--- src/rtl/sq_qpn_scheduler_if.sv ---
// Bundle of the doorbell, reschedule, deschedule and schedule streams plus the
// OnScheduleRecord write port and init status of the SQ QPN scheduler.
// The slave modport is the scheduler side; master is the surrounding logic.
interface sq_qpn_scheduler_if #(
  parameter int QPN_LOG = 14
);
  logic               db_qpn_valid;
  logic [23:0]        db_qpn_data;
  logic               db_qpn_ready;

  logic               resched_valid;
  logic [23:0]        resched_qpn;
  logic               resched_ready;

  logic               desched_valid;
  logic [23:0]        desched_qpn;
  logic               desched_ready;

  logic               sched_valid;
  logic [23:0]        sched_qpn;
  logic               sched_ready;

  logic               on_schedule_wen;
  logic [QPN_LOG-1:0] on_schedule_addr;
  logic               on_schedule_din;

  logic               init_done;

  modport slave (
    input  db_qpn_valid, db_qpn_data,
    output db_qpn_ready,
    input  resched_valid, resched_qpn,
    output resched_ready,
    input  desched_valid, desched_qpn,
    output desched_ready,
    output sched_valid, sched_qpn,
    input  sched_ready,
    output on_schedule_wen, on_schedule_addr, on_schedule_din,
    output init_done
  );

  modport master (
    output db_qpn_valid, db_qpn_data,
    input  db_qpn_ready,
    output resched_valid, resched_qpn,
    input  resched_ready,
    output desched_valid, desched_qpn,
    input  desched_ready,
    input  sched_valid, sched_qpn,
    output sched_ready,
    input  on_schedule_wen, on_schedule_addr, on_schedule_din,
    input  init_done
  );
endinterface

--- src/rtl/sq_qpn_scheduler.sv ---
// SQ QPN scheduler: clears the OnScheduleRecord after reset, then arbitrates
// doorbells and reschedules round-robin into a circular schedule queue and
// presents one QPN at a time to WQE fetch. Doorbell grants set the record
// bit, deschedules clear it; the doorbell always owns the write port.
// Optional macro SCHED_STAT_EN adds grant and queue-full statistics outputs.
module sq_qpn_scheduler #(
  parameter int QPN_LOG   = 14,
  parameter int QUEUE_LOG = 4
) (
  input  logic                clk,
  input  logic                rst,   // asynchronous, active-low
  sq_qpn_scheduler_if.slave   bus
`ifdef SCHED_STAT_EN
  ,
  output logic [31:0]         stat_db_cnt,
  output logic [31:0]         stat_resched_cnt,
  output logic [31:0]         stat_full_cyc
`else
  // Statistics ports are absent in this build.
`endif
);

  localparam int DEPTH = 1 << QUEUE_LOG;

  localparam logic [0:0] INIT_S = 1'b0;
  localparam logic [0:0] RUN_S  = 1'b1;

  localparam logic [QPN_LOG:0]   INIT_LAST = {1'b0, {QPN_LOG{1'b1}}};
  localparam logic [QUEUE_LOG:0] FULL_CNT  = {1'b1, {QUEUE_LOG{1'b0}}};

  logic [0:0]           state_q,    state_d;
  logic [QPN_LOG:0]     init_cnt_q, init_cnt_d;
  logic                 rr_q,       rr_d;      // 0: favour db, 1: favour resched
  logic [QUEUE_LOG-1:0] wr_ptr_q,   wr_ptr_d;
  logic [QUEUE_LOG-1:0] rd_ptr_q,   rd_ptr_d;
  logic [QUEUE_LOG:0]   count_q,    count_d;
  logic [23:0]          mem_q [DEPTH];

  logic        run;
  logic        full;
  logic        db_elig;
  logic        rs_elig;
  logic        grant_db;
  logic        grant_rs;
  logic        desched_fire;
  logic        enq;
  logic        deq;
  logic [23:0] enq_data;

  // Arbitration, handshakes, record write port and next-state computation.
  always_comb begin
    // NOTE: every signal gets a default up front so no path through this block
    // leaves one unassigned, which would otherwise infer a latch.
    state_d      = state_q;
    init_cnt_d   = init_cnt_q;
    rr_d         = rr_q;
    wr_ptr_d     = wr_ptr_q;
    rd_ptr_d     = rd_ptr_q;
    count_d      = count_q;

    run          = (state_q == RUN_S);
    full         = (count_q == FULL_CNT);
    db_elig      = run && bus.db_qpn_valid  && !full;
    rs_elig      = run && bus.resched_valid && !full;
    grant_db     = db_elig && (!rs_elig || !rr_q);
    grant_rs     = rs_elig && !grant_db;
    desched_fire = run && !grant_db && bus.desched_valid;
    enq          = grant_db || grant_rs;
    enq_data     = grant_db ? bus.db_qpn_data : bus.resched_qpn;
    deq          = (count_q != '0) && bus.sched_ready;

    bus.db_qpn_ready  = grant_db;
    bus.resched_ready = grant_rs;
    bus.desched_ready = run && !grant_db;
    bus.sched_valid   = (count_q != '0);
    bus.init_done     = run;

    // The head slot is undefined while empty; show zero instead.
    bus.sched_qpn     = (count_q != '0) ? mem_q[rd_ptr_q] : '0;

    bus.on_schedule_wen  = 1'b0;
    bus.on_schedule_addr = '0;
    bus.on_schedule_din  = 1'b0;

    if (!run) begin
      bus.on_schedule_wen  = 1'b1;
      bus.on_schedule_addr = init_cnt_q[QPN_LOG-1:0];
      bus.on_schedule_din  = 1'b0;
      init_cnt_d           = init_cnt_q + 1'b1;
      if (init_cnt_q == INIT_LAST) begin
        state_d = RUN_S;
      end
    end else if (grant_db) begin
      bus.on_schedule_wen  = 1'b1;
      bus.on_schedule_addr = bus.db_qpn_data[QPN_LOG-1:0];
      bus.on_schedule_din  = 1'b1;
    end else if (desched_fire) begin
      bus.on_schedule_wen  = 1'b1;
      bus.on_schedule_addr = bus.desched_qpn[QPN_LOG-1:0];
      bus.on_schedule_din  = 1'b0;
    end

    if (grant_db) begin
      rr_d = 1'b1;
    end else if (grant_rs) begin
      rr_d = 1'b0;
    end

    if (enq) begin
      wr_ptr_d = wr_ptr_q + 1'b1;
    end
    if (deq) begin
      rd_ptr_d = rd_ptr_q + 1'b1;
    end

    unique case ({enq, deq})
      2'b10:   count_d = count_q + 1'b1;
      2'b01:   count_d = count_q - 1'b1;
      default: count_d = count_q;
    endcase
  end

  // Control state: FSM, init counter, round-robin pointer, queue pointers.
  always_ff @(posedge clk or negedge rst) begin
    // NOTE: state registers use non-blocking assignments so every flop samples
    // values from before the edge, independent of statement order.
    if (!rst) begin
      state_q    <= INIT_S;
      init_cnt_q <= '0;
      rr_q       <= 1'b0;
      wr_ptr_q   <= '0;
      rd_ptr_q   <= '0;
      count_q    <= '0;
    end else begin
      state_q    <= state_d;
      init_cnt_q <= init_cnt_d;
      rr_q       <= rr_d;
      wr_ptr_q   <= wr_ptr_d;
      rd_ptr_q   <= rd_ptr_d;
      count_q    <= count_d;
    end
  end

  // Queue storage write.
  always_ff @(posedge clk) begin
    // NOTE: the array is deliberately not reset; count and pointers decide
    // which slots are live, and the output masks the head while empty.
    if (enq) begin
      mem_q[wr_ptr_q] <= enq_data;
    end
  end

`ifdef SCHED_STAT_EN
  // Grant and queue-full statistics, counted only in RUN_S, wrapping at 2^32.
  always_ff @(posedge clk or negedge rst) begin
    if (!rst) begin
      stat_db_cnt      <= '0;
      stat_resched_cnt <= '0;
      stat_full_cyc    <= '0;
    end else begin
      if (grant_db) begin
        stat_db_cnt <= stat_db_cnt + 32'd1;
      end
      if (grant_rs) begin
        stat_resched_cnt <= stat_resched_cnt + 32'd1;
      end
      if (run && full) begin
        stat_full_cyc <= stat_full_cyc + 32'd1;
      end
    end
  end
`else
  // No statistics counters in this build.
`endif

endmodule

--- src/flat_wrapper.sv ---
// flat-port wrapper written by rule: the top's interface ports become plain ports
module sq_qpn_scheduler_flat 
#(
  parameter int QPN_LOG   = 14,
  parameter int QUEUE_LOG = 4
)
  (clk, rst, bus_db_qpn_valid, bus_db_qpn_data, bus_db_qpn_ready, bus_resched_valid, bus_resched_qpn, bus_resched_ready, bus_desched_valid, bus_desched_qpn, bus_desched_ready, bus_sched_valid, bus_sched_qpn, bus_sched_ready, bus_on_schedule_wen, bus_on_schedule_addr, bus_on_schedule_din, bus_init_done);
  sq_qpn_scheduler_if #(.QPN_LOG(QPN_LOG)) bus_i ();
  input  logic clk;
  input  logic rst;
  input wire logic [$bits(bus_i.db_qpn_valid)-1:0] bus_db_qpn_valid;
  input wire logic [$bits(bus_i.db_qpn_data)-1:0] bus_db_qpn_data;
  output wire logic [$bits(bus_i.db_qpn_ready)-1:0] bus_db_qpn_ready;
  input wire logic [$bits(bus_i.resched_valid)-1:0] bus_resched_valid;
  input wire logic [$bits(bus_i.resched_qpn)-1:0] bus_resched_qpn;
  output wire logic [$bits(bus_i.resched_ready)-1:0] bus_resched_ready;
  input wire logic [$bits(bus_i.desched_valid)-1:0] bus_desched_valid;
  input wire logic [$bits(bus_i.desched_qpn)-1:0] bus_desched_qpn;
  output wire logic [$bits(bus_i.desched_ready)-1:0] bus_desched_ready;
  output wire logic [$bits(bus_i.sched_valid)-1:0] bus_sched_valid;
  output wire logic [$bits(bus_i.sched_qpn)-1:0] bus_sched_qpn;
  input wire logic [$bits(bus_i.sched_ready)-1:0] bus_sched_ready;
  output wire logic [$bits(bus_i.on_schedule_wen)-1:0] bus_on_schedule_wen;
  output wire logic [$bits(bus_i.on_schedule_addr)-1:0] bus_on_schedule_addr;
  output wire logic [$bits(bus_i.on_schedule_din)-1:0] bus_on_schedule_din;
  output wire logic [$bits(bus_i.init_done)-1:0] bus_init_done;
  assign bus_i.db_qpn_valid = bus_db_qpn_valid;
  assign bus_i.db_qpn_data = bus_db_qpn_data;
  assign bus_db_qpn_ready = bus_i.db_qpn_ready;
  assign bus_i.resched_valid = bus_resched_valid;
  assign bus_i.resched_qpn = bus_resched_qpn;
  assign bus_resched_ready = bus_i.resched_ready;
  assign bus_i.desched_valid = bus_desched_valid;
  assign bus_i.desched_qpn = bus_desched_qpn;
  assign bus_desched_ready = bus_i.desched_ready;
  assign bus_sched_valid = bus_i.sched_valid;
  assign bus_sched_qpn = bus_i.sched_qpn;
  assign bus_i.sched_ready = bus_sched_ready;
  assign bus_on_schedule_wen = bus_i.on_schedule_wen;
  assign bus_on_schedule_addr = bus_i.on_schedule_addr;
  assign bus_on_schedule_din = bus_i.on_schedule_din;
  assign bus_init_done = bus_i.init_done;
  sq_qpn_scheduler #(.QPN_LOG(QPN_LOG), .QUEUE_LOG(QUEUE_LOG)) u_core (.clk(clk), .rst(rst), .bus(bus_i));
endmodule
--- config.mk ---
export PLATFORM = sky130hd
export DESIGN_NAME = sq_qpn_scheduler_flat
export DESIGN_NICKNAME = d
export VERILOG_FILES = /design/src/rtl/sq_qpn_scheduler_if.sv /design/src/rtl/sq_qpn_scheduler.sv /design/src/flat_wrapper.sv
export SDC_FILE = /design/constraint.sdc
export NUM_CORES = 1
export LEC_CHECK = 0
export ABC_AREA = 1
export CORE_MARGIN = 2
export CORE_UTILIZATION = 63
export CTS_CLUSTER_SIZE = 30
export DETAILED_ROUTE_END_ITERATION = 8
export MAX_ROUTING_LAYER = met4
export PLACE_DENSITY_LB_ADDON = 0.15
export SLEW_MARGIN = 10
export SYNTH_ARGS = -nofsm -noshare
export SYNTH_HDL_FRONTEND = slang
export SYNTH_SLANG_ARGS = --single-unit
--- constraint.sdc ---
create_clock -name clk -period 7.7 [get_ports clk]
set_input_delay 1.54 -clock clk [delete_from_list [all_inputs] [get_ports clk]]
set_output_delay 1.54 -clock clk [all_outputs]
set_load 0.02 [all_outputs]
# ---- Word-level counts from Yosys, hierarchy flattened
# Memories as Yosys holds them, arrays and structs flattened.
# Index checks and enable logic that the tools add are counted.
# W data, S select, Z words.
dict set report classes {
  bitwise 0
  mul 0
  muxes 17
  n_lt_le_gt_ge 0
  shifts 0
  reduce_logical 18
  n_eq_ne 4
  addsub 5
  div 0
}
# op n
set ops {}
lappend ops {{$mux W24} 2}
lappend ops {{$mux W14} 3}
lappend ops {{$add A15 B1 Y15 const B} 1}
lappend ops {{$eq A15 B14 Y1 const B} 1}
lappend ops {{$mux W1} 11}
lappend ops {{$pmux W5 S2} 1}
lappend ops {{$logic_and A1 B1 Y1} 9}
lappend ops {{$add A4 B1 Y4 const B} 2}
lappend ops {{$add A5 B1 Y5 const B} 1}
lappend ops {{$eq A5 B5 Y1 const B} 1}
lappend ops {{$reduce_bool A5 Y1} 1}
lappend ops {{$sub A5 B1 Y5 const B} 1}
lappend ops {{$logic_not A1 Y1} 4}
lappend ops {{$reduce_bool A2 Y1} 2}
lappend ops {{$eq A2 B1 Y1 const B} 1}
lappend ops {{$eq A2 B2 Y1 const B} 1}
lappend ops {{$logic_or A1 B1 Y1} 2}
dict set report totals {
  ramBits 384
  ff_bits 30
  romBits 0
  mem_count 1
  latchBits 0
  input_bits 78
}
# memory words word_bits rd rd_clocked_by_memory_dff wr line_no
set mem_list {}
lappend mem_list {u_core.mem_q 16 24 1 0 1 sq_qpn_scheduler.sv:37} ;# logic [23:0] mem_q [DEPTH];

# ---- Depth between registers and ports, before layout
# Gate-level depths: netlist (run 1).
dict set report depth {
  depth_word 12
  ltp_mapped 17
}

# ---- Worst setup path after synthesis (run 1)
# No wires, ideal clock.
dict set report synth_timing {
  path_type {input to output}
  startpoint {in bus_resched_valid}
  endpoint {out bus_on_schedule_addr[10]}
  path_stages 6
  path_slack_ps 3786
  arrival_time_ps 2374
  path_buffers 1
  required_ps 6160
  path_cell_list {nand2_1 o211ai_4 inv_2 buf_2 nand2_1 nand3_1}
}
dict set report synth_between {
  elab_chain_cells 11
}
# element line_no
set synth_rtl {}
lappend synth_rtl {{start, declared} flat_wrapper.sv:14} ;# input wire logic [$bits(bus_i.resched_valid)-1:0] bus_resched_valid;
lappend synth_rtl {{$logic_and A1 B1 Y1 * (2 in series)} sq_qpn_scheduler.sv:64} ;# rs_elig = run && bus.resched_valid && !full;
lappend synth_rtl {{$logic_not A1 Y1 *} sq_qpn_scheduler.sv:65} ;# grant_db = db_elig && (!rs_elig || !rr_q);
lappend synth_rtl {{$logic_or A1 B1 Y1 *} sq_qpn_scheduler.sv:65}
lappend synth_rtl {{$logic_and A1 B1 Y1 *} sq_qpn_scheduler.sv:65}
lappend synth_rtl {{$logic_not A1 Y1} sq_qpn_scheduler.sv:67} ;# desched_fire = run && !grant_db && bus.desched_valid;
lappend synth_rtl {{$logic_and A1 B1 Y1 (2 in series)} sq_qpn_scheduler.sv:67}
lappend synth_rtl {{$mux W14} sq_qpn_scheduler.sv:97} ;# end else if (desched_fire) begin
lappend synth_rtl {{$mux W14 *} sq_qpn_scheduler.sv:93} ;# end else if (grant_db) begin
lappend synth_rtl {{$mux W14 *} sq_qpn_scheduler.sv:85} ;# if (!run) begin
lappend synth_rtl {{end, declared} flat_wrapper.sv:24} ;# output wire logic [$bits(bus_i.on_schedule_addr)-1:0] bus_on_schedule_addr;
# Mark *: on every way between the ends. The rest lies on a longest branch, timed or not.

# ---- Worst setup path in the final report (run 1)
dict set report layout_timing {
  startpoint {reg u_core.rd_ptr_q[0]}
  endpoint {out bus_sched_qpn[23]}
}
dict set report layout_between {
  elab_chain_cells 2
}
# element line_no
set layout_rtl {}
lappend layout_rtl {{start, declared} sq_qpn_scheduler.sv:35} ;# logic [QUEUE_LOG-1:0] rd_ptr_q, rd_ptr_d;
lappend layout_rtl {{start signal, assigned} sq_qpn_scheduler.sv:139} ;# rd_ptr_q <= rd_ptr_d;
lappend layout_rtl {{$mem_v2 Z16 W24} n/a}
lappend layout_rtl {{$mux W24} sq_qpn_scheduler.sv:79} ;# bus.sched_qpn = (count_q != '0) ? mem_q[rd_ptr_q] : '0;
lappend layout_rtl {{end, declared} flat_wrapper.sv:21} ;# output wire logic [$bits(bus_i.sched_qpn)-1:0] bus_sched_qpn;
# Every way passes these cells.

==> results.md, run 1 <==
- The total setup violations reported at the end of the flow is 0.
- The post-route clock skew is between 0.015 and 0.02 ns.
- At the pin with the least slew margin, the transition time is 1.19 ns.
- The clock passes through at most 3 buffers.
- The first global-routing pass estimated 65700 um of wire.
- In this run the worst hold path is classified as reg -> reg.
- The commonest non-fill, non-tap cell in the layout is sky130_fd_sc_hd__nand2_1.
- The number of gates resized after CTS was 0.
- The number of different library cells used by synthesis comes to 26.
- The endpoint of the worst register-to-register path is u_core.count_q[4]$_DFFE_PN0P_.
- The setup slack of the worst register-to-register path is 3.84 ns.
- The sum of buffers and inverters on the critical path is 3.
- The layout has between 1.5k and 2k filler cells.
- The sequential-to-total area share from yosys stat is 0.696.
- By startpoint and endpoint, the worst setup path is classified as reg -> out.
- The startpoint identified for the worst register-to-register timing path is u_core.bus.init_done$_DFF_PN0_.
- The number of DRC violations after detailed routing is 0.
- The leakage dissipation is 7.64 nW.
- The final number of max-transition violations is 0.
- The type of element capturing the critical path is a primary output.
- At the worst endpoint, the required time is 6.16 ns.
- The portion of the clock cycle consumed by the worst path in the final layout is 0.778.
- The worst-skew pair later-pin latency is 0.54 ns.
- The number of clock sinks is between 400 and 500.
- Detailed placement ended at an HPWL of 22100 um.
- The initial core utilization is 0.637.
- The type of element launching the critical path is a register.
- The count of buffers added on input and output ports is 112.
- Measured against its own limit, the worst slew margin works out to 0.202.
- Summing over every cut layer, the via total after detailed routing is ~12k.
- The number of antenna violations at the first check in global routing is 0.
- After clock tree synthesis, the flow added hold-fix buffers numbering 0.
- In this run the horizontal extent of the chip is between 150 and 200 um.
- The upper clock frequency limit is between 150 and 200 MHz.
- For hold timing, the worst endpoint is u_core.init_cnt_q[12]$_DFFE_PN0N_.
- After clock tree synthesis, the clock-pin slew on the worst setup and hold paths is 0.06 ns.
- The net count of the mapped netlist is roughly 1.7k.
- The largest incremental delay on the critical path is 0.81 ns.
- The post-synthesis async set-or-reset flop share is 0.0725.
- The CTS root buffer is sky130_fd_sc_hd__clkbuf_16.
- The first detailed-routing pass ran for 5 iterations.
- The floorplan step defined a core boundary enclosing 27700 um2.
- The vertical die dimension is 171 um.
- The depth of the worst hold-timing path is 2.
- Once detail routing completed, the nets flagged for antenna violations numbered 0.
- The final routed wirelength across all metal layers is 43200 um.
- Leaving out fill and tap cells, the most frequent cells in the layout are 641 x sky130_fd_sc_hd__nand2_1, 384 x sky130_fd_sc_hd__edfxtp_1, 317 x sky130_fd_sc_hd__nand3_1.
- Traced cell by cell, the critical path runs through buf_4 > buf_4 > nand2_1 > nand3_1 > nand3_1 > nand2_1 > nand2_1 > a21oi_1 > clkdlybuf4s50_1.
- Entering global routing, the biggest net connects 83 pins.
- Summed over all failing endpoints, the final setup total negative slack is 0 ns.
- The cell with the most instances on the worst path is sky130_fd_sc_hd__nand2_1.
- The full die area is 29400 um2.
- After the first detailed-routing iteration, the DRC count stood at 1459.
- Dividing the detail-routed wire length by the instance count gives 20.5 um.
- The number of top-level design ports is 123.
- On the critical path, the stage with the largest delay is an instance of sky130_fd_sc_hd__dfrtp_4.
- The worst-case IR drop observed on VDD is 290 uV.
- The number of buffers inserted by post-CTS setup repair is 0.
- In this run the number of H-tree levels came out at 2.
- For this run, the total global-route usage over all layers was measured as 0.311.
- Data arrives at the worst endpoint at 4.45 ns.
- The number of antenna diodes in the final layout is 0.
- Of all nets on the critical path, the largest fanout is 82.
- Measured on the finished design, the core utilization comes to 0.733.
- The number of warning messages in the yosys log is 0.
- Synthesis inferred 414 register bits.
- The via density per instance is 5.86.
- For this run, the leading register cell type out of synthesis is sky130_fd_sc_hd__edfxtp_1.
- The flow ran to the end, and the final reports show no timing, DRC or antenna violations.
- In this run the most critical hold path is launched from u_core.init_cnt_q[12]$_DFFE_PN0N_.
- The cell row count is between 60 and 70.
- Grouping stages by cell kind, the critical path spends the most delay in buffers and inverters.
- Power spread over the standard cell area amounts to 336 nW/um2.
- In this run, CTS created clock tree buffers numbering 40.
- The area added between synthesis and finish is 15.1%.
- Setup repair after global routing left no endpoint under its margin.
- The netlist area before placement is 17600 um2.
- Summed over all layers, the global routing overflow is 0.
- The post-synthesis average cell area is 10.9 um2.
- The number of failing hold endpoints at the final stage is 0.
- Across the run, the number of max-cap violations was 0.
- The fraction of layout instances using a drive strength above 1 is 0.0566.
- The TritonCTS clock tree is built.
- The number of flops mapped to enable cells by yosys is 384.
- At the end of routability-driven placement, the weighted congestion stood at 0.823.
- The count of nets after finishing is 1786.
- The number of cell instances on the worst register-to-register path is 15.
- In the synthesized netlist, the number of instances is 1624.
- The minimum period implied by the final worst setup slack is 5.99 ns.
- The via count of the first global-routing pass was 11.7k.
-- synth_stat cells (3+ instances only) --
cell type / n / area [um2]
sky130_fd_sc_hd__buf_4: 14 / 105
sky130_fd_sc_hd__nor3_1: 4 / 20.0
sky130_fd_sc_hd__edfxtp_1: 384 / 11500
sky130_fd_sc_hd__buf_1: 8 / 30.0
sky130_fd_sc_hd__o21ai_1: 3 / 15.0
sky130_fd_sc_hd__nand3_1: 317 / 1590
sky130_fd_sc_hd__clkbuf_1: 25 / 93.8
sky130_fd_sc_hd__o21ai_0: 6 / 30.0
sky130_fd_sc_hd__a21oi_1: 24 / 120
sky130_fd_sc_hd__inv_1: 33 / 124
sky130_fd_sc_hd__ha_1: 10 / 125
sky130_fd_sc_hd__dfrtp_1: 30 / 751
sky130_fd_sc_hd__nand4_1: 17 / 106
sky130_fd_sc_hd__buf_2: 46 / 230
sky130_fd_sc_hd__xnor2_1: 7 / 61.3
sky130_fd_sc_hd__nor2_1: 30 / 113
sky130_fd_sc_hd__inv_2: 5 / 18.8
sky130_fd_sc_hd__xor2_1: 13 / 114
sky130_fd_sc_hd__nand2_1: 641 / 2410
-- registers in the layout (all words and copies together), names as in the netlist --
signal	cells
u_core.rd_ptr_q	4
u_core.mem_q	384
u_core.init_cnt_q	15
u_core.wr_ptr_q	4
u_core.bus.init_done	1
u_core.rr_q	1
u_core.count_q	5
-- per-stage QoR --
step | worst slack, ns | power (mW) | cells | cell area (um2) | hold slack [ns]
final | 1.71 | 6.83 | 2108 | 20300 | 0.515
after global routing | 1.54 | 7.15 | 2108 | 20300 | 0.546
after CTS | 1.81 | 6.82 | 2108 | 20300 | 0.514
after detailed placement | 2.38 | 4.91 | 2034 | 19000 | 0.493
after global placement | 2.41 | 4.87 | 2034 | 19000 | 0.457
after floorplan | 3.79 | 4.18 | 1624 | 17600 | 0.442
-- worst register-to-register path, cell delays in order (launching register included) --
cell and delay, ns:
sky130_fd_sc_hd__dfrtp_1 0.95, sky130_fd_sc_hd__nand2_1 0.23, sky130_fd_sc_hd__o211ai_4 0.22, sky130_fd_sc_hd__buf_4 0.47, sky130_fd_sc_hd__nand2_1 0.42, sky130_fd_sc_hd__inv_2 0.25
sky130_fd_sc_hd__ha_1 0.32, sky130_fd_sc_hd__xor2_1 0.23, sky130_fd_sc_hd__ha_1 0.17, sky130_fd_sc_hd__inv_1 0.04, sky130_fd_sc_hd__nand2_1 0.09, sky130_fd_sc_hd__nand3_1 0.10
sky130_fd_sc_hd__nand3_1 0.08, sky130_fd_sc_hd__nand2_1 0.05, sky130_fd_sc_hd__nand2_1 0.05, sky130_fd_sc_hd__o21ai_0 0.07
-- cell families after synthesis --
logic type | Yosys count | synth area share
xor+xnor | 20 | 0.00993
fa+ha+maj | 10 | 0.00709
simple gates | 1011 | 0.241
buf+inv | 133 | 0.0350
compound gates | 36 | 0.0114
flops | 414 | 0.696
-- area by class of cell --
type,instances,area [um2],share of cell area
Timing Repair Buffer,126,1230,0.0604
Clock buffer,53,1110,0.0548
Clock inverter,21,189,0.00930
Multi-Input combinational cell,1077,4870,0.240
Sequential cell,414,12300,0.605
Inverter,39,149,0.00733
Tap cell,378,473,0.0233
-- layer usage --
layer  global-route usage  share of wire
met1                0.418           0.40
met3               0.0460          0.097
met2                0.499           0.48
met5                    -              0
met4               0.0965          0.025
-- where the power goes --
group | switching (mW) | total [mW] | internal [mW]
logic | 1.52 | 2.31 | 0.793
registers | 0.104 | 2.59 | 2.48
clock network | 0.807 | 1.93 | 1.12
-- worst max path at each step --
stage / slack [ns] / depth (start not counted) / end / start
finish: 1.71 / 9 / bus_sched_qpn[23] / u_core.rd_ptr_q[0]$_DFFE_PN0P_
global route: 1.54 / 9 / bus_sched_qpn[0] / u_core.rd_ptr_q[0]$_DFFE_PN0P_
CTS: 1.81 / 9 / bus_sched_qpn[23] / u_core.rd_ptr_q[0]$_DFFE_PN0P_
detailed placement: 2.38 / 8 / bus_on_schedule_addr[12] / bus_db_qpn_valid
global placement: 2.41 / 9 / bus_sched_qpn[23] / u_core.rd_ptr_q[0]$_DFFE_PN0P_
floorplan: 3.79 / 6 / bus_on_schedule_addr[10] / bus_resched_valid
Power figures use the tool's default switching activity.
==> run 2: changes to the inputs <==
--- a/config.mk
+++ b/config.mk
@@ -7,7 +7,7 @@
 export LEC_CHECK = 0
 export ABC_AREA = 1
 export CORE_MARGIN = 2
-export CORE_UTILIZATION = 63
+export CORE_UTILIZATION = 59
 export CTS_CLUSTER_SIZE = 30
 export DETAILED_ROUTE_END_ITERATION = 8
 export MAX_ROUTING_LAYER = met4
==> constraint.sdc (replaced) <==
create_clock -name clk -period 5.7 [get_ports clk]
set_input_delay 1.14 -clock clk [delete_from_list [all_inputs] [get_ports clk]]
set_output_delay 1.14 -clock clk [all_outputs]
set_load 0.02 [all_outputs]
==> run 2 against run 1 <==
Compared with the run above: utilization down 4.8 points; global-route usage down 2.2 points; flip-flop and latch count unchanged; clock power up 26%; combinational power up 39%.
==> results.md, run 2 (synthesis gave the netlist of run 1 again) <==
- The buffer depth of the longest clock path is 3 (unchanged).
- The relative slew slack is 0.209 (+0.00620).
- The number of DRC violations after detailed routing was 0 (unchanged).
- The run finished with clean final reports.
- The transition at the pin with the smallest max-transition slack was 1.18 ns (-0.00928 ns).
- The number of clock buffers inserted by TritonCTS is 41 (+2.5%).
- The first-pass GRT wire length is 65700 um (about the same).
- The number of placed instances, taps included was 2047 (+0.64%).
- The core occupancy in the finished layout is 0.685 (-0.0478).
- The fraction of power spent switching nets is 0.357 (+0.00105).
- The final number of max-transition violations is 0 (unchanged).
- The relative contribution of sequential cells to total power is 0.378 (about the same).
- The CTS root buffer is sky130_fd_sc_hd__clkbuf_16.
- The depth of the worst hold-timing path is 2 (unchanged).
- The count of non-filler cells in the finished layout is 2119 (+0.52%).
- The summed area of non-filler cells in the final layout is 20300 um2 (-0.27%).
- The clock slew at the register clock pins of the worst setup and hold paths is 0.06 ns (about the same).
- The number of buffers inserted by post-CTS setup repair came to 0 (unchanged).
- The commonest non-fill, non-tap cell in the layout is sky130_fd_sc_hd__nand2_1.
- The largest registers in the layout are u_core.mem_q (384), u_core.init_cnt_q (15), u_core.count_q (5).
- The via density per instance is 5.74 (-2.1%).
- The area of combinational cells with multiple inputs was 4870 um2 (unchanged).
- The overflow left after global routing is 0 (unchanged).
- The share of total power in the clock network is 0.269 (-0.014).
- The flip-flop count of the largest register, all copies and words added is 384 (unchanged).
- The number of clock sinks is 414 (unchanged).
- The count of nets after finishing came to 1788 (+0.11%).
- The number of top-level design ports is 123 (unchanged).
- The number of antenna violations at the first check in global routing is 0 (unchanged).
- The sequential cell area is 12300 um2 (unchanged).
- The largest incremental delay on the critical path is 0.69 ns (-0.12 ns).
- In this run the worst hold path is classified as reg -> reg.
- The type of element capturing the critical path is a primary output.
- The number of cell instances on the worst register-to-register path was 16 (+1).
- The width of the die is 177 um (+3.3%).
- The net switching power figure is 3.23 mW (+33%).
- Traced cell by cell, the critical path runs through clkinv_2 > buf_12 > nand3_1 > nand3_1 > nand2_1 > nand2_1 > a21oi_1 > clkdlybuf4s50_1.
- The fraction of layout instances using a drive strength above 1 is 0.0532 (-0.00344).
- The top register by number of flip-flops is u_core.mem_q.
- The critical path is of the reg -> out type.
- The upper clock frequency limit is 205 MHz.
- The via count of the first global-routing pass is 11.9k (+1.3%).
- The post-cts gate resize count is 0 (unchanged).
- The initial core utilization is 0.597 (-0.0400).
- The total setup violations reported at the end of the flow came to 0 (unchanged).
- The internal power is 5.83 mW (+33%).
- The number of fill cells in the layout is 2143 (+15%).
- The total routing resource utilization after global routing is 0.288 (-0.0224).
- The maximum number of pins on one net before global-route repair is 195 (+130%).
- Among all stages on the critical path, the largest delay is contributed by sky130_fd_sc_hd__clkinv_2.
- The cell row count is 63 (+3.3%).
- The final routed wirelength across all metal layers was 43200 um (about the same).
- The TritonCTS clock tree is built.
- The remaining antenna violation count is 0 (unchanged).
- The top cell types in the final layout, fill and taps aside, are 641 x sky130_fd_sc_hd__nand2_1, 384 x sky130_fd_sc_hd__edfxtp_1, 317 x sky130_fd_sc_hd__nand3_1.
- From synthesis to final layout, the design area changed by 14.8%.
- The iteration count of the initial detailed-routing pass is 5 (unchanged).
- The number of H-tree levels is 2 (unchanged).
- The count of antenna diodes in the layout came to 0 (unchanged).
- The maximum VDD drop is 274 uV (-5.7%).
- Dividing the final minimum period by the clock period gives 0.858.
- The cell area after placement is 19100 um2 (+0.34%).
- The worst-skew pair later-pin latency is 0.52 ns (-0.02 ns).
- The setup total negative slack was 0 ns (unchanged).
- The routed length per instance is 20.4 um (-0.53%).
- The total vias in the final route is 12.2k (-1.6%).
- Setup repair after global routing left no endpoint under its margin.
- The number of failing hold endpoints at the final stage is 0 (unchanged).
- The vertical die dimension is 177 um (+3.3%).
- The count of hold-fix buffers inserted at cts was 0 (unchanged).
- The number of port buffers came to 112 (unchanged).
- The full die area is 31300 um2 (+6.6%).
- The floorplan core area is 29600 um2 (+6.7%).
- The largest driver fanout on the critical path was 58 (-29%).
- The max-cap violation count is 0 (unchanged).
- The cell area power density came to 447 nW/um2 (+33%).
- The final weighted congestion in routability-driven placement is 0.805 (-2.2%).
- The HPWL after detailed placement came to 22000 um (-0.49%).
- The arrival time of data at the critical path endpoint came to 3.75 ns (-0.70 ns).
- The worst path in the final design needs a cycle of 4.89 ns, including I/O delays and setup.
- The initial DRC count came to 1328 (-9.0%).
- The proportion of power drawn by combinational gates is 0.353 (+0.015).
- The post-route clock skew was 0.0174 ns (-0.00139 ns).
- The data required time at the worst endpoint was 4.56 ns (-1.60 ns).
- The leakage dissipation is 7.60 nW (-0.53%).
- The type of element launching the critical path is a register.
run 2: cell count changes in the layout (fill, tap and decap cells not counted), moves of 2 or more:
cell,before,now
sky130_fd_sc_hd__buf_4,14,12
sky130_fd_sc_hd__clkinv_1,8,10
sky130_fd_sc_hd__buf_12,0,3
sky130_fd_sc_hd__bufinv_16,3,1
sky130_fd_sc_hd__clkbuf_8,2,0
sky130_fd_sc_hd__clkbuf_1,9,12
run 2: stage by stage:
step	hold slack (ns)	setup WS, ns	power, mW
after global placement	0.454	1.21	6.61
after global routing	0.497	0.661	9.53
after CTS	0.481	0.780	9.07
after detailed placement	0.467	1.18	6.67
after floorplan	0.442	2.51	5.64
final	0.478	0.812	9.06
run 2: cell type report:
class / instances / area share
clock inverters: 19 / 0.00550
inverters: 39 / 0.00754
well taps: 390 / 0.0241
multi-input cells: 1077 / 0.240
repair buffers: 127 / 0.0628
flip-flops and latches: 414 / 0.607
clock buffers: 53 / 0.0529
run 2: layer usage:
metal / GRT usage / wire length (um)
met1: 0.375 / 17400
met2: 0.471 / 21400
met3: 0.0438 / 3260
met4: 0.0933 / 1100
met5: - / 0
run 2: worst paths after layout:
path	startpoint	to	slack, ns
min in group asynchronous	rst	u_core.init_cnt_q[7]$_DFFE_PN0N_	1.01
worst max register to register	u_core.bus.init_done$_DFF_PN0_	u_core.count_q[4]$_DFFE_PN0P_	2.32
worst min-delay path	u_core.init_cnt_q[14]$_DFFE_PN0N_	u_core.init_cnt_q[14]$_DFFE_PN0N_	0.48
worst max-delay path	u_core.rd_ptr_q[1]$_DFFE_PN0P_	bus_sched_qpn[4]	0.81
worst min register to register	u_core.init_cnt_q[14]$_DFFE_PN0N_	u_core.init_cnt_q[14]$_DFFE_PN0N_	0.48
max in group asynchronous	rst	u_core.rd_ptr_q[0]$_DFFE_PN0P_	4.36
run 2: power by group through the flow:
stage                     clock network, mW  registers (mW)  logic (mW)
after floorplan                           0            3.43        2.21
after global placement                    0            3.49        3.12
after detailed placement                  0            3.49        3.18
after CTS                              2.45            3.42        3.20
after global routing                   2.58            3.43        3.52
final                                  2.44            3.43        3.20
run 2: critical path: cells and delay by family, from the launching register on:
kind | cells | cell delay [ns]
flops | 1 | 0.67
compound gates | 1 | 0.32
buf+inv | 3 | 1.85
simple gates | 4 | 0.36
==> run 3: changes to the inputs <==
--- a/config.mk
+++ b/config.mk
@@ -12,6 +12,7 @@
 export DETAILED_ROUTE_END_ITERATION = 8
 export MAX_ROUTING_LAYER = met4
 export PLACE_DENSITY_LB_ADDON = 0.15
+export SKIP_LAST_GASP = 1
 export SLEW_MARGIN = 10
 export SYNTH_ARGS = -nofsm -noshare
 export SYNTH_HDL_FRONTEND = slang
==> results of run 3 <==
No change in the layout: final DEF, timing and power equal those of run 2.
